`src/rtl/hazard_forward_ctrl_if.sv`:
```
// rtl/hazard_forward_ctrl_if.sv - pipeline-side bundle for the hazard/forward controller
interface hazard_forward_ctrl_if #(
    parameter int CNT_W = 16
);
    logic             ihit;
    logic             dhit;
    logic             dmemreq_ex_mem;
    logic [4:0]       rs_if_id;
    logic [4:0]       rt_if_id;
    logic [4:0]       rd_id_ex;
    logic             regwen_id_ex;
    logic             memread_id_ex;
    logic             lui_id_ex;
    logic [4:0]       rd_ex_mem;
    logic             regwen_ex_mem;
    logic             branch_taken_ex;
    logic             halt_mem_wb;
    logic [2:0]       forwarda;
    logic [2:0]       forwardb;
    logic             pc_en;
    logic             if_id_en;
    logic             id_ex_en;
    logic             ex_mem_en;
    logic             mem_wb_en;
    logic             if_id_flush;
    logic             id_ex_flush;
    logic [CNT_W-1:0] stall_count;

    // Pipeline datapath side: reports hazard sources, consumes enables/selects.
    modport master (
        output ihit, dhit, dmemreq_ex_mem, rs_if_id, rt_if_id, rd_id_ex,
               regwen_id_ex, memread_id_ex, lui_id_ex, rd_ex_mem,
               regwen_ex_mem, branch_taken_ex, halt_mem_wb,
        input  forwarda, forwardb, pc_en, if_id_en, id_ex_en, ex_mem_en,
               mem_wb_en, if_id_flush, id_ex_flush, stall_count
    );

    // Controller side.
    modport slave (
        input  ihit, dhit, dmemreq_ex_mem, rs_if_id, rt_if_id, rd_id_ex,
               regwen_id_ex, memread_id_ex, lui_id_ex, rd_ex_mem,
               regwen_ex_mem, branch_taken_ex, halt_mem_wb,
        output forwarda, forwardb, pc_en, if_id_en, id_ex_en, ex_mem_en,
               mem_wb_en, if_id_flush, id_ex_flush, stall_count
    );
endinterface

```
`src/rtl/hazard_forward_ctrl.sv`:
```
// rtl/hazard_forward_ctrl.sv - 5-stage pipeline stall/flush/forward controller
module hazard_forward_ctrl #(
    parameter int CNT_W = 16
) (
    input  logic                 CLK,
    input  logic                 RST,
    hazard_forward_ctrl_if.slave bus
);
    typedef enum logic [1:0] {
        RUN   = 2'd0,
        DWAIT = 2'd1,
        HALT  = 2'd2
    } state_t;

    localparam logic [2:0] FWD_RF    = 3'b000;
    localparam logic [2:0] FWD_ALU   = 3'b001;
    localparam logic [2:0] FWD_WB    = 3'b010;
    localparam logic [2:0] FWD_UPPER = 3'b011;

    state_t           state_q, state_d;
    logic [2:0]       forwarda_q, forwarda_d;
    logic [2:0]       forwardb_q, forwardb_d;
    logic [CNT_W-1:0] stall_count_q, stall_count_d;

    logic pc_en, if_id_en, id_ex_en, ex_mem_en, mem_wb_en;
    logic if_id_flush, id_ex_flush;
    logic dmiss, load_use;

    // Youngest producer wins; register 0 is never a forwarding source.
    function automatic logic [2:0] fwd_sel(input logic [4:0] src);
        if (bus.regwen_id_ex && bus.rd_id_ex != 5'd0 && bus.rd_id_ex == src)
            return bus.lui_id_ex ? FWD_UPPER : FWD_ALU;
        else if (bus.regwen_ex_mem && bus.rd_ex_mem != 5'd0 && bus.rd_ex_mem == src)
            return FWD_WB;
        else
            return FWD_RF;
    endfunction

    assign dmiss    = bus.dmemreq_ex_mem && !bus.dhit;
    assign load_use = bus.memread_id_ex && bus.regwen_id_ex && (bus.rd_id_ex != 5'd0) &&
                      ((bus.rd_id_ex == bus.rs_if_id) || (bus.rd_id_ex == bus.rt_if_id));

    // Latch enables and bubble inserts, highest-priority hazard first.
    always_comb begin
        pc_en       = 1'b1;
        if_id_en    = 1'b1;
        id_ex_en    = 1'b1;
        ex_mem_en   = 1'b1;
        mem_wb_en   = 1'b1;
        if_id_flush = 1'b0;
        id_ex_flush = 1'b0;
        if (RST || state_q == HALT || bus.halt_mem_wb || dmiss) begin
            pc_en     = 1'b0;
            if_id_en  = 1'b0;
            id_ex_en  = 1'b0;
            ex_mem_en = 1'b0;
            mem_wb_en = 1'b0;
        end else if (bus.branch_taken_ex) begin
            // Redirect regardless of ihit; kill both wrong-path instrs.
            if_id_flush = 1'b1;
            id_ex_flush = 1'b1;
        end else if (load_use) begin
            pc_en       = 1'b0;
            if_id_en    = 1'b0;
            id_ex_flush = 1'b1;
        end else if (!bus.ihit) begin
            pc_en       = 1'b0;
            if_id_flush = 1'b1;
        end
    end

    // Next state, forward selects and stall counter.
    always_comb begin
        state_d       = state_q;
        forwarda_d    = forwarda_q;
        forwardb_d    = forwardb_q;
        stall_count_d = stall_count_q;

        if (bus.halt_mem_wb) begin
            state_d = HALT;
        end else begin
            case (state_q)
                RUN:     if (dmiss) state_d = DWAIT;
                DWAIT:   if (bus.dhit) state_d = RUN;
                HALT:    state_d = HALT;
                default: state_d = RUN;
            endcase
        end

        // Selects travel with the instr moving into EX, so they follow id_ex_en.
        if (id_ex_en) begin
            forwarda_d = id_ex_flush ? FWD_RF : fwd_sel(bus.rs_if_id);
            forwardb_d = id_ex_flush ? FWD_RF : fwd_sel(bus.rt_if_id);
        end

        if (!pc_en && state_q != HALT && stall_count_q != {CNT_W{1'b1}})
            stall_count_d = stall_count_q + 1'b1;
    end

    // State register with synchronous reset.
    always_ff @(posedge CLK) begin
        if (RST) begin
            state_q       <= RUN;
            forwarda_q    <= FWD_RF;
            forwardb_q    <= FWD_RF;
            stall_count_q <= '0;
        end else begin
            state_q       <= state_d;
            forwarda_q    <= forwarda_d;
            forwardb_q    <= forwardb_d;
            stall_count_q <= stall_count_d;
        end
    end

    assign bus.forwarda    = forwarda_q;
    assign bus.forwardb    = forwardb_q;
    assign bus.stall_count = stall_count_q;
    assign bus.pc_en       = pc_en;
    assign bus.if_id_en    = if_id_en;
    assign bus.id_ex_en    = id_ex_en;
    assign bus.ex_mem_en   = ex_mem_en;
    assign bus.mem_wb_en   = mem_wb_en;
    assign bus.if_id_flush = if_id_flush;
    assign bus.id_ex_flush = id_ex_flush;
endmodule
```
`src/flat_wrapper.sv`:
```
// flat-port wrapper written by rule: the top's interface ports become plain ports
module hazard_forward_ctrl_flat 
#(
    parameter int CNT_W = 16
)
  (CLK, RST, bus_ihit, bus_dhit, bus_dmemreq_ex_mem, bus_rs_if_id, bus_rt_if_id, bus_rd_id_ex, bus_regwen_id_ex, bus_memread_id_ex, bus_lui_id_ex, bus_rd_ex_mem, bus_regwen_ex_mem, bus_branch_taken_ex, bus_halt_mem_wb, bus_forwarda, bus_forwardb, bus_pc_en, bus_if_id_en, bus_id_ex_en, bus_ex_mem_en, bus_mem_wb_en, bus_if_id_flush, bus_id_ex_flush, bus_stall_count);
  hazard_forward_ctrl_if #(.CNT_W(CNT_W)) bus_i ();
  input  logic CLK;
  input  logic RST;
  input wire logic [$bits(bus_i.ihit)-1:0] bus_ihit;
  input wire logic [$bits(bus_i.dhit)-1:0] bus_dhit;
  input wire logic [$bits(bus_i.dmemreq_ex_mem)-1:0] bus_dmemreq_ex_mem;
  input wire logic [$bits(bus_i.rs_if_id)-1:0] bus_rs_if_id;
  input wire logic [$bits(bus_i.rt_if_id)-1:0] bus_rt_if_id;
  input wire logic [$bits(bus_i.rd_id_ex)-1:0] bus_rd_id_ex;
  input wire logic [$bits(bus_i.regwen_id_ex)-1:0] bus_regwen_id_ex;
  input wire logic [$bits(bus_i.memread_id_ex)-1:0] bus_memread_id_ex;
  input wire logic [$bits(bus_i.lui_id_ex)-1:0] bus_lui_id_ex;
  input wire logic [$bits(bus_i.rd_ex_mem)-1:0] bus_rd_ex_mem;
  input wire logic [$bits(bus_i.regwen_ex_mem)-1:0] bus_regwen_ex_mem;
  input wire logic [$bits(bus_i.branch_taken_ex)-1:0] bus_branch_taken_ex;
  input wire logic [$bits(bus_i.halt_mem_wb)-1:0] bus_halt_mem_wb;
  output wire logic [$bits(bus_i.forwarda)-1:0] bus_forwarda;
  output wire logic [$bits(bus_i.forwardb)-1:0] bus_forwardb;
  output wire logic [$bits(bus_i.pc_en)-1:0] bus_pc_en;
  output wire logic [$bits(bus_i.if_id_en)-1:0] bus_if_id_en;
  output wire logic [$bits(bus_i.id_ex_en)-1:0] bus_id_ex_en;
  output wire logic [$bits(bus_i.ex_mem_en)-1:0] bus_ex_mem_en;
  output wire logic [$bits(bus_i.mem_wb_en)-1:0] bus_mem_wb_en;
  output wire logic [$bits(bus_i.if_id_flush)-1:0] bus_if_id_flush;
  output wire logic [$bits(bus_i.id_ex_flush)-1:0] bus_id_ex_flush;
  output wire logic [$bits(bus_i.stall_count)-1:0] bus_stall_count;
  assign bus_i.ihit = bus_ihit;
  assign bus_i.dhit = bus_dhit;
  assign bus_i.dmemreq_ex_mem = bus_dmemreq_ex_mem;
  assign bus_i.rs_if_id = bus_rs_if_id;
  assign bus_i.rt_if_id = bus_rt_if_id;
  assign bus_i.rd_id_ex = bus_rd_id_ex;
  assign bus_i.regwen_id_ex = bus_regwen_id_ex;
  assign bus_i.memread_id_ex = bus_memread_id_ex;
  assign bus_i.lui_id_ex = bus_lui_id_ex;
  assign bus_i.rd_ex_mem = bus_rd_ex_mem;
  assign bus_i.regwen_ex_mem = bus_regwen_ex_mem;
  assign bus_i.branch_taken_ex = bus_branch_taken_ex;
  assign bus_i.halt_mem_wb = bus_halt_mem_wb;
  assign bus_forwarda = bus_i.forwarda;
  assign bus_forwardb = bus_i.forwardb;
  assign bus_pc_en = bus_i.pc_en;
  assign bus_if_id_en = bus_i.if_id_en;
  assign bus_id_ex_en = bus_i.id_ex_en;
  assign bus_ex_mem_en = bus_i.ex_mem_en;
  assign bus_mem_wb_en = bus_i.mem_wb_en;
  assign bus_if_id_flush = bus_i.if_id_flush;
  assign bus_id_ex_flush = bus_i.id_ex_flush;
  assign bus_stall_count = bus_i.stall_count;
  hazard_forward_ctrl #(.CNT_W(CNT_W)) u_core (.CLK(CLK), .RST(RST), .bus(bus_i));
endmodule
```
`config.mk`:
```
export PLATFORM = sky130hd
export DESIGN_NAME = hazard_forward_ctrl_flat
export DESIGN_NICKNAME = d
export VERILOG_FILES = /design/src/rtl/hazard_forward_ctrl_if.sv /design/src/rtl/hazard_forward_ctrl.sv /design/src/flat_wrapper.sv
export SDC_FILE = /design/constraint.sdc
export NUM_CORES = 1
export LEC_CHECK = 0
export BUFFER_PORTS_ARGS = -buffer_cell sky130_fd_sc_hd__buf_2
export CAP_MARGIN = 20
export CORE_AREA = 2 2 69 51
export DETAILED_ROUTE_END_ITERATION = 8
export DIE_AREA = 0 0 71 53
export GPL_ROUTABILITY_DRIVEN = 0
export GPL_TIMING_DRIVEN = 0
export PLACE_DENSITY_LB_ADDON = 0.1
export SETUP_SLACK_MARGIN = 0.15
export SKIP_LAST_GASP = 1
export SLEW_MARGIN = 20
export SYNTH_ARGS = -nofsm -noshare
export SYNTH_HDL_FRONTEND = slang
export SYNTH_SLANG_ARGS = --single-unit
```
`constraint.sdc`:
```
create_clock -name CLK -period 2.5 [get_ports CLK]
set_input_delay 0.25 -clock CLK [delete_from_list [all_inputs] [get_ports CLK]]
set_output_delay 0.25 -clock CLK [all_outputs]
set_load 0.02 [all_outputs]
```
# After elaboration in Yosys (flattened, before gate mapping)
# Cells that the tools add are included.
[classes] n_mux=26 eq_ne=12 addsub=1 n_reduce_logical=24
[op_table] operator="equality test 5 bit" n=4
[op_table] operator="adder 16 x 1 -> 16 bit, second input constant" n=1
[op_table] operator="inequality test 16 bit, second input constant" n=1
[op_table] operator="two-way mux 1 bit" n=15
[op_table] operator="logical AND 1 bit" n=12
[op_table] operator="two-way mux 2 bit" n=6
[op_table] operator="two-way mux 3 bit" n=4
[op_table] operator="nonzero test 5 bit" n=2
[op_table] operator="case mux 2 bit (3 select lines)" n=1
[op_table] operator="logical OR 1 bit" n=4
[op_table] operator="inequality test 2 bit, second input constant" n=2
[op_table] operator="AND reduction 2 bit" n=2
[op_table] operator="inequality test 3 x 2 -> 1 bit, second input constant" n=1
[op_table] operator="inequality test 3 bit, second input constant" n=1
[op_table] operator="equality test 2 x 1 -> 1 bit, second input constant" n=1
[op_table] operator="equality test 2 bit, second input constant" n=1
[op_table] operator="logical NOT 1 bit" n=2
[op_table] operator="logical NOT 2 bit" n=1
[op_table] operator="inequality test 2 x 1 -> 1 bit, second input constant" n=1
[op_table] operator="OR reduction 2 bit" n=1
[totals] input_bits=31 register_bits=24 elab_cells=68 output_inout_bits=29

# Logic depth before layout (Yosys ltp)
[depth] ltp_word=9 mapped_depth=7

# Worst setup path after synthesis
# OpenSTA, ideal clock, no wires.
[synth_timing] path_type="register to register" startpoint="register u_core.stall_count_q[3] (netlist: u_core.bus.stall_count[3])" endpoint="register u_core.stall_count_q[5] (netlist: u_core.bus.stall_count[5])" setup_ps=123 synth_period_minus_slack_ps=2129 required_time_ps=2377 arrival_ps=2006 path_stages_with_launch=8 slack_ps=371 n_path_buf=0 path_cell_list="dfxtp_1 nand3_1 nor2_1 nand2_1 nor4_4 a211oi_4 and3_1 mux2_1"
[synth_between] elab_chain_cells=2 elab_cells_between_ends=3 cone_classes="add/sub (1); eq/ne (1); reduce/logical (1)"
[synth_rtl] item="from (decl)" line="hazard_forward_ctrl.sv:23" text="logic [CNT_W-1:0] stall_count_q, stall_count_d;"
[synth_rtl] item="from (signal assigned)" line="hazard_forward_ctrl.sv:111" text="stall_count_q <= stall_count_d;"
[synth_rtl] item="branches (longest 2 deep; another with adder 16 x 1 -> 16 bit)"
# Parallel ways; which one is timed is not known.
# A chain may end at the register's enable or synchronous reset.

# Worst setup path in the final report
[layout_timing] startpoint="register u_core.state_q[1]" endpoint="register u_core.stall_count_q[10] (netlist: u_core.bus.stall_count[10])"
[layout_between] elab_chain_cells=8 elab_cells_between_ends=9 cone_classes="eq/ne (2); mux (1); reduce/logical (6)"
[layout_rtl] item="from (decl)" line="hazard_forward_ctrl.sv:20" text="state_t state_q, state_d;"
[layout_rtl] item="from (signal assigned)" line="hazard_forward_ctrl.sv:108" text="state_q <= state_d;"
[layout_rtl] item="equality test 2 bit" line="hazard_forward_ctrl.sv:52" text="if (RST || state_q == HALT || bus.halt_mem_wb || dmiss) begin"
[layout_rtl] item="logical OR 1 bit (3 in series)" line="hazard_forward_ctrl.sv:52"
[layout_rtl] item="two-way mux 1 bit" line="hazard_forward_ctrl.sv:52"
[layout_rtl] item="logical NOT 1 bit" line="hazard_forward_ctrl.sv:96" text="if (!pc_en && state_q != HALT && stall_count_q != {CNT_W{1'b1}})"
[layout_rtl] item="logical AND 1 bit * (2 in series)" line="hazard_forward_ctrl.sv:96"
# Every way passes the cells marked *; elsewhere a longest branch is shown, timed or not.

==> flow_summary.ini <==
[die]
die_w_um = 71
die_h_um = 53
fp.dieArea_um2 = 3760
initial_core_util_pct = 46.7
ioPinCount = 60
coreArea_um2 = 3080
placementRows = 17

[sta]
hold_viol_final = 0
finClkSkew_ps = 6.18
worst_slew_pin_slew_ps = 503
setup_violations = 0
fin_crit_sh_pct = 87.2
fin_tns_setup_ps = 0
clock.fmax_ghz = 0.459
timing.hold.ws_ps = 184
period_minus_slack_ps = 2180
rsz0062_at_grt = true
fin_ws_ps = 320
drv_slew = 0
maxSlewHeadroom_pct = 66.5

[synthesis]
synthArstFlopShare_pct = 0
ys_seq_elements = 22
syn_area_um2 = 1440
synthMostInstantiatedCell = nor2_1
synth_top_cell_area_share_pct = 30.6
synth_cells = 178
ys.warnings.count = 0
synth_cell_types = 41
syn_avg_cell_area_um2 = 8.09
synth.area.top_cells = dfxtp_1 31%, xnor2_1 7.9%, xor2_1 6.1%, nor2_1 6.0%, nand3_1 5.9%
synth_edf_count = 0
synth_seq_area_share_pct = 30.6
netlist_top_cells_count = 23 x nor2_1, 22 x dfxtp_1, 17 x nand3_1
synthFlopType = dfxtp_1
yosys.area.top_type = dfxtp_1

[global_routing]
grt_usage_pct = 20.0
grt_pass1_vias = 1259
antenna_found_initial = 0
grt_use_met1_pct = 28.3
use_met2_pct = 30.1
grt_first_pass_wirelength_um = 5700
grt-busiest-layer = met2
met3_usage_pct = 4.76
overflow = 0
grt_max_degree = 13

[clocking]
clockRootBuffer = clkbuf_8
clockBufferDepth = 2
cts_sinks = 22
tritoncts = built
htreeDepth = 1
cts_buffers = 3
clock_latency_ps = 270
clk_pin_slew_ps = 80

[layout]
ff_latch_area_um2 = 440
diodes = 0
fill_cells = 306
finalNonFillerCells = 280
final_nets = 275
drive_gt1_share_pct = 32.6
multi_input_area_um2 = 928
syn2layout_area_growth_pct = 28.7

[critical_path]
r2r_setup_slack_ps = 320
required_ps = 2660
cp-start-kind = register
regToRegStartpoint = u_core.state_q[1]
cp-end-kind = register
worst-r2r-cell-count = 7
worstSetupPathType = register to register
critical_path.max_fanout = 9
reg2reg_to = u_core.bus.stall_count[10]
crit_arrival_ps = 2340

[worst_hold_path]
hp-start = bus_dmemreq_ex_mem
hold_path_depth = 2
hold_class = input port to register
min_to = u_core.state_q[0]

[detailed_routing]
dr.pass1.iters = 4
avgViaCountPerCell = 5.09
routed-via-count = 1426
ant_nets = 0
wl_um = 3420
dr.first_iter.drc_count = 35
wl_per_cell_um = 12.2
route.detailed.drc = 0

[placed_design]
hpwl_um = 2810
portBuffers = 56
dp_slack_ps = 70.7
dp.cells = 273

[pwr]
leakage_nw = 0.838
powerDensity_nw_per_um2 = 424
peakVddDrop_mv = 0.336

[status]
status = complete, no violations

[job]
maxCapViolCount = 0
==> worst max-delay path: stages, from the launching register on <==
cell	delay [ps]
dfxtp_1	320
nor2b_1	300
nor3_2	140
nand2b_1	200
o21bai_2	160
a21oi_2	460
nand4_1	170
mux2_1	320
==> logic make-up after synthesis <==
logic type                 synth area share, %
DFF                                       30.6
buffers and inverters                     5.47
muxes                                     5.39
xor gates and xnor gates                  14.0
and+or+nand+nor                           27.5
AOI/OAI and AO/OA                         15.9
other                                    0.260
adders and majority gates                0.869
==> layout by cell type, fill, tap and decap left out, drive strengths merged, types with 2 or more instances in the layout <==
master,count
mux2,6
or4,2
conb,2
or3,2
nor2,23
a211oi,3
nor2b,5
nand4,2
xor2,10
clkbuf,7
a31o,2
buf,63
dfxtp,22
nor3,3
nand2b,2
inv,10
nand3,17
a21oi,14
a21o,5
nand2,9
o21ai,2
nor4,6
xnor2,13
==> where the power goes <==
group	leakage, nW	total, mW	internal [mW]	switching (mW)
clock network	0.0288	0.256	0.141	0.115
registers	0.178	0.365	0.358	0.00747
logic	0.631	0.164	0.0696	0.0946
total	0.838	0.785	0.568	0.217
==> through the flow <==
step | power, mW | instance area [um2] | utilization (%)
6_report | 0.785 | 1850 | 60.1
5_1_grt | 0.831 | 1850 | 60.1
4_1_cts | 0.794 | 1840 | 59.7
3_5_place_dp | 0.536 | 1770 | 57.4
3_3_place_gp | 0.534 | 1770 | 57.4
2_1_floorplan | 0.472 | 1440 | -
==> worst max-delay path by stage <==
stage,from,endpoint,slack [ps],cells after the start
6_report,u_core.state_q[1],u_core.bus.stall_count[10],320,7
2_1_floorplan,u_core.bus.stall_count[3],u_core.bus.stall_count[5],370,7
4_1_cts,u_core.state_q[1],u_core.bus.stall_count[11],180,7
5_1_grt,u_core.state_q[1],u_core.bus.stall_count[10],120,7
3_5_place_dp,bus_rd_id_ex[2],u_core.bus.stall_count[11],70,8
3_3_place_gp,bus_rd_id_ex[2],u_core.bus.stall_count[11],50,8
==> registers in the layout, summed over array words and instances, names as in the netlist <==
signal / cells
u_core.bus.stall_count: 16
u_core.bus.forwarda: 2
u_core.bus.forwardb: 2
u_core.state_q: 2
==> final cells by class <==
cell class / count / share of cell area, %
Multi-Input combinational cell: 140 / 50.1
Sequential cell: 22 / 23.8
Timing Repair Buffer: 59 / 16.3
Clock buffer: 4 / 2.97
Tap cell: 38 / 2.57
Buffer: 7 / 2.23
Inverter: 10 / 2.03
==> per-layer routing <==
layer,part of all wire (%),vias to the layer above,wire (um)
li1,-,740,-
met1,54,644,1850
met2,40,37,1360
met3,5.2,5,177
met4,0.85,0,29
met5,0,-,0
==> what timing repair did <==
| action | 4_1_cts | 5_1_grt |
|---|---|---|
| setup endpoints to repair | 1 | 9 |
| hold buffers | 0 | 0 |
| gates resized for setup | 0 | 1 |
| pin swaps | 1 | 2 |
| setup buffers | 2 | 1 |
No activity file was read; power rests on OpenSTA's default activity.
